**config.mk**
```make
export PLATFORM = sky130hd
export DESIGN_NAME = uint2oh_stream
export DESIGN_NICKNAME = d
export VERILOG_FILES = /design/src/rtl/uint2oh_pkg.sv /design/src/rtl/uint2oh_dec.sv /design/src/rtl/uint2oh_stream.sv
export SDC_FILE = /design/constraint.sdc
export NUM_CORES = 1
export LEC_CHECK = 0
export CORE_ASPECT_RATIO = 0.9
export CORE_MARGIN = 4
export CORE_UTILIZATION = 44
export CTS_CLUSTER_DIAMETER = 100
export DETAILED_ROUTE_END_ITERATION = 8
export PLACE_DENSITY = 0.83
export SLEW_MARGIN = 20
export SYNTH_ARGS = -nofsm -noshare
export SYNTH_HDL_FRONTEND = slang
export SYNTH_SLANG_ARGS = --single-unit
```
**constraint.sdc**
```tcl
create_clock -name clk_i -period 1.34 [get_ports clk_i]
set_input_delay 0.134 -clock clk_i [delete_from_list [all_inputs] [get_ports clk_i]]
set_output_delay 0.134 -clock clk_i [all_outputs]
set_load 0.02 [all_outputs]
```
**src/rtl/uint2oh_pkg.sv**
```systemverilog
// Shared sizing helpers for the streaming index -> one-hot decoder.
package uint2oh_pkg;

    // Index width for a given one-hot width; a 1-entry vector still needs a 1-bit index.
    function automatic int unsigned idx_width(input int unsigned output_width);
        return (output_width > 1) ? $clog2(output_width) : 1;
    endfunction

    // Buffer slot payload: {err, oh}.
    function automatic int unsigned slot_width(input int unsigned output_width);
        return output_width + 1;
    endfunction

endpackage

```
**src/rtl/uint2oh_dec.sv**
```systemverilog
// Combinational unsigned index -> one-hot decoder with out-of-range flag.
module uint2oh_dec
    import uint2oh_pkg::*;
#(
    parameter  int unsigned OutputWidth = 8,
    localparam int unsigned IndexWidth  = idx_width(OutputWidth)
) (
    input  logic [IndexWidth-1:0]  idx_i,
    output logic [OutputWidth-1:0] oh_c,
    output logic                   err_c
);

    // One extra bit so OutputWidth itself is representable in the range compare.
    localparam int unsigned CmpWidth = IndexWidth + 1;

    logic [CmpWidth-1:0] idx_ext;

    assign idx_ext = CmpWidth'(idx_i);

    always_comb begin
        oh_c = '0;
        for (int unsigned i = 0; i < OutputWidth; i++) begin
            oh_c[i] = (idx_ext == CmpWidth'(i));
        end
        err_c = (idx_ext >= CmpWidth'(OutputWidth));
    end

endmodule

```
**src/rtl/uint2oh_stream.sv**
```systemverilog
// Streaming index -> one-hot decoder: valid/ready in, registered valid/ready out, 2-entry skid buffer.
module uint2oh_stream
    import uint2oh_pkg::*;
#(
    parameter  int unsigned OutputWidth = 8,
    localparam int unsigned IndexWidth  = idx_width(OutputWidth)
) (
    input  logic                   clk_i,
    input  logic                   rst_ni,
    input  logic                   flush_i,
    input  logic                   valid_i,
    output logic                   ready_o,
    input  logic [IndexWidth-1:0]  idx_i,
    output logic                   valid_o,
    input  logic                   ready_i,
    output logic [OutputWidth-1:0] oh_o,
    output logic                   err_o
);

    localparam int unsigned SlotWidth = slot_width(OutputWidth);

    logic                   out_valid_q, out_valid_d;
    logic [SlotWidth-1:0]   out_data_q,  out_data_d;
    logic                   skid_valid_q, skid_valid_d;
    logic [SlotWidth-1:0]   skid_data_q,  skid_data_d;

    logic [OutputWidth-1:0] dec_oh;
    logic                   dec_err;
    logic [SlotWidth-1:0]   new_data;
    logic                   acc;
    logic                   pop;

    uint2oh_dec #(
        .OutputWidth (OutputWidth)
    ) u_dec (
        .idx_i (idx_i),
        .oh_c  (dec_oh),
        .err_c (dec_err)
    );

    assign new_data = {dec_err, dec_oh};

    // Ready depends only on skid occupancy, so there is no ready_i -> ready_o path.
    assign ready_o = ~skid_valid_q;
    assign acc     = valid_i & ready_o & ~flush_i;
    assign pop     = out_valid_q & ready_i;

    always_comb begin
        out_valid_d  = out_valid_q;
        out_data_d   = out_data_q;
        skid_valid_d = skid_valid_q;
        skid_data_d  = skid_data_q;

        if (flush_i) begin
            out_valid_d  = 1'b0;
            out_data_d   = '0;
            skid_valid_d = 1'b0;
            skid_data_d  = '0;
        end else if (!out_valid_q || pop) begin
            if (skid_valid_q) begin
                out_valid_d  = 1'b1;
                out_data_d   = skid_data_q;
                skid_valid_d = 1'b0;
                skid_data_d  = '0;
            end else begin
                out_valid_d = acc;
                out_data_d  = acc ? new_data : '0;
            end
        end else if (acc) begin
            skid_valid_d = 1'b1;
            skid_data_d  = new_data;
        end
    end

    always_ff @(posedge clk_i or negedge rst_ni) begin
        if (!rst_ni) begin
            out_valid_q  <= 1'b0;
            out_data_q   <= '0;
            skid_valid_q <= 1'b0;
            skid_data_q  <= '0;
        end else begin
            out_valid_q  <= out_valid_d;
            out_data_q   <= out_data_d;
            skid_valid_q <= skid_valid_d;
            skid_data_q  <= skid_data_d;
        end
    end

    assign valid_o = out_valid_q;
    assign oh_o    = out_data_q[OutputWidth-1:0];
    assign err_o   = out_data_q[SlotWidth-1];

endmodule
```
==> qor.csv <==
stage;metric;value;unit
clock_tree;post-CTS setup buffer count;0;
critical_path;r2r setup slk;0.002;ns
clock_tree;clock sink total;18;
clock_tree;CTS tree;built;
power_and_ir_drop;Peak VDD IR;0.5552;mV
die;I/O Pins;19;
critical_path;Worst setup SP type;flip-flop;
critical_path;worst path arrival time;1.57;ns
logic_synthesis;cell taking the most area after synthesis;dfrtp_1;
detailed_routing;via count;741;
logic_synthesis;Syn. warnings;0;
logic_synthesis;top-count cell post-synth;dfrtp_1;
detailed_routing;Iteration-0 DRC Markers;18;
clock_tree;root buffer cell;clkbuf_4;
placement;port buffer count;17;
timing;Period minus WS final;1.338;ns
global_route;largest net degree at the start of global routing;19;
critical_path;crit-path max FO;8;
cells_and_area;non-filler cells, final;136;
global_route;first-pass GRT wire length;3732;um
clock_tree;total CTS buffers;3;
placement;dpl hpwl;1662;um
logic_synthesis;Synth Cell Area;937.1;um^2
logic_synthesis;post-synthesis sequential area ratio;0.4806;
placement;GPL Wtd Cong;0.8083;
detailed_routing;DRC viols;0;
detailed_routing;Routed Antenna Nets;0;
clock_tree;latest clock arrival within the worst-skew pair;0.31;ns
critical_path;endpoint class of the critical path;flip-flop;
timing;Tcrit/Tclk final;0.9988;
timing;final setup vio count;0;
logic_synthesis;Post-synth top cells;18 x dfrtp_1, 8 x mux2i_1, 8 x nand2b_1;
detailed_routing;Detailed Route WL;2205;um
logic_synthesis;number of synthesized flops with an enable pin;0;
logic_synthesis;Syn Inst Count;80;
timing;final hold vios;0;
clock_tree;H-tree levels;1;
clock_tree;hold-fix buffers at CTS;0;
die;CORE AREA;1971;um^2
detailed_routing;Routed wire per std cell;16.21;um
run;Max-Cap Viols;0;
power_and_ir_drop;Power Density;841.6;nW/um^2
detailed_routing;Pre-Repair DR Iteration Count;4;
timing;Max Freq;747.2;MHz
cells_and_area;Area growth syn-to-layout;35.65;%
critical_path;Setup CP Type;flip-flop to flip-flop;
die;Rows;15;
cells_and_area;layout cells sized above 1;0.3153;
logic_synthesis;synth unique cells;26;
cells_and_area;final net count;120;
timing;RSZ-0062 raised after global routing;yes;
clock_tree;clk buf depth;2;
timing;Fin Clk Skew;0.01071;ns
die;Die Ht;51.78;um
clock_tree;CTS clock-pin slew for the worst setup and hold paths;0.11;ns
global_route;GR Overflow Total;0;
die;die width;56.65;um
placement;dpl cells;132;
die;Starting Density;0.4756;
cells_and_area;Ant. Diodes;0;
status;status;finished clean;
global_route;initial antenna violation count;0;
timing;setup TNS;0;ns
power_and_ir_drop;leakage;0.0006205;uW
logic_synthesis;Synth top area share;0.4806;
logic_synthesis;Net Count, Synth;88;
logic_synthesis;Area contributors post-synth;dfrtp_1 48%, mux2i_1 8.5%, a221o_2 8.4%;
min_path;Hold Path Class;primary input to asynchronous set/reset pin;
global_route;All-Layer GR Usage;0.1698;
logic_synthesis;Synth Flop Type;dfrtp_1;
critical_path;CP required;1.57;ns
detailed_routing;via/cell ratio;5.449;
logic_synthesis;#FFs+latches synth;18;
global_route;vias in the first global route;756;
logic_synthesis;Async SR Flop Fraction;1.000;
die;die area;2933;um^2
logic_synthesis;Mapped Avg Cell Area;11.71;um^2
timing;fin. max-slew vios;0;
-- cell type report --
cell class              instances  area, um^2
inverters                       1       3.754
repair buffers                 31       276.5
well taps                      25       31.28
clock buffers                   4       36.28
flip-flops and latches         18       452.9
fillers                       168       699.4
multi-input cells              57       470.5
-- metrics by stage --
stage               power [uW]  setup slack [ns]  area [um^2]    util  hold slack (ns)
floorplan                636.1          -0.03238        938.4       -          -0.1616
global placement         726.7           -0.2139         1236  0.6273           0.4848
detailed placement       729.6           -0.2703         1236  0.6273           0.4833
CTS                       1069          -0.02972         1261  0.6400           0.1437
global route              1119          -0.08123         1271  0.6451           0.1371
finish                    1070          0.001673         1271  0.6451           0.1325
-- logic make-up (layout without fill, tap and decap cells) --
family	Yosys count	after routing	share of synthesized area
simple gates	38	38	0.2764
mux	9	9	0.1095
other cells	1	1	0.004001
compound gates	9	9	0.1028
flops	18	18	0.4806
buf+inv	5	36	0.02669
-- path summary, 6_finish.rpt --
path | startpoint | cells past startpoint | end
worst max register to register | valid_o | 4 | skid_data_q[0]
worst min register to register | skid_data_q[1] | 1 | out_data_q[1]
min in group clk_i | skid_data_q[1] | 1 | out_data_q[1]
max in group asynchronous | rst_ni | 2 | skid_valid_q
worst max-delay path | valid_o | 4 | skid_data_q[0]
worst min-delay path | rst_ni | 2 | out_data_q[7]
-- layout by cell type, fill, tap and decap left out, types with 2 or more instances in the layout --
| cell | n |
|---|---|
| nor2_1 | 2 |
| nor4b_2 | 2 |
| nand2b_1 | 8 |
| buf_4 | 12 |
| dlygate4sd2_1 | 8 |
| dfrtp_1 | 16 |
| and2_0 | 4 |
| and2_1 | 5 |
| nand2_1 | 4 |
| a221o_2 | 7 |
| nand3_1 | 4 |
| dfrtp_2 | 2 |
| nor2b_1 | 3 |
| clkbuf_4 | 3 |
| mux2i_1 | 8 |
| clkdlybuf4s50_1 | 7 |
-- registers in the layout, summed over array words and instances (netlist names) --
name / count
skid_valid_q: 1
out_data_q: 8
valid_o: 1
skid_data_q: 8
-- critical path, stage by stage (launching register included) --
cell	delay [ns]
dfrtp_2	0.39
nor2b_4	0.24
mux2i_4	0.28
buf_12	0.16
mux2i_1	0.20
-- where the power goes --
group          leakage [uW]  total (uW)  internal (uW)  switching (uW)
clock             0.0000210         353            166             186
sequential         0.000246         556            551            5.33
combinational      0.000353         161           80.4            81.0
total              0.000621        1070            797             273
-- routing by layer --
layer | GRT usage | vias to the layer above | part of all wire
met1 | 0.2150 | 369 | 0.44
li1 | - | 343 | -
met5 | 0 | - | 0
met4 | 0.03557 | 0 | 0.0086
met2 | 0.2750 | 26 | 0.48
met3 | 0.06700 | 3 | 0.068
-- timing repair --
action / CTS / global route
hold endpoints to repair: 0 / 0
endpoints found under the setup margin: 17 / 18
pin swaps: 0 / 5
gates resized for setup: 11 / 6
Power figures use the tool's default switching activity.
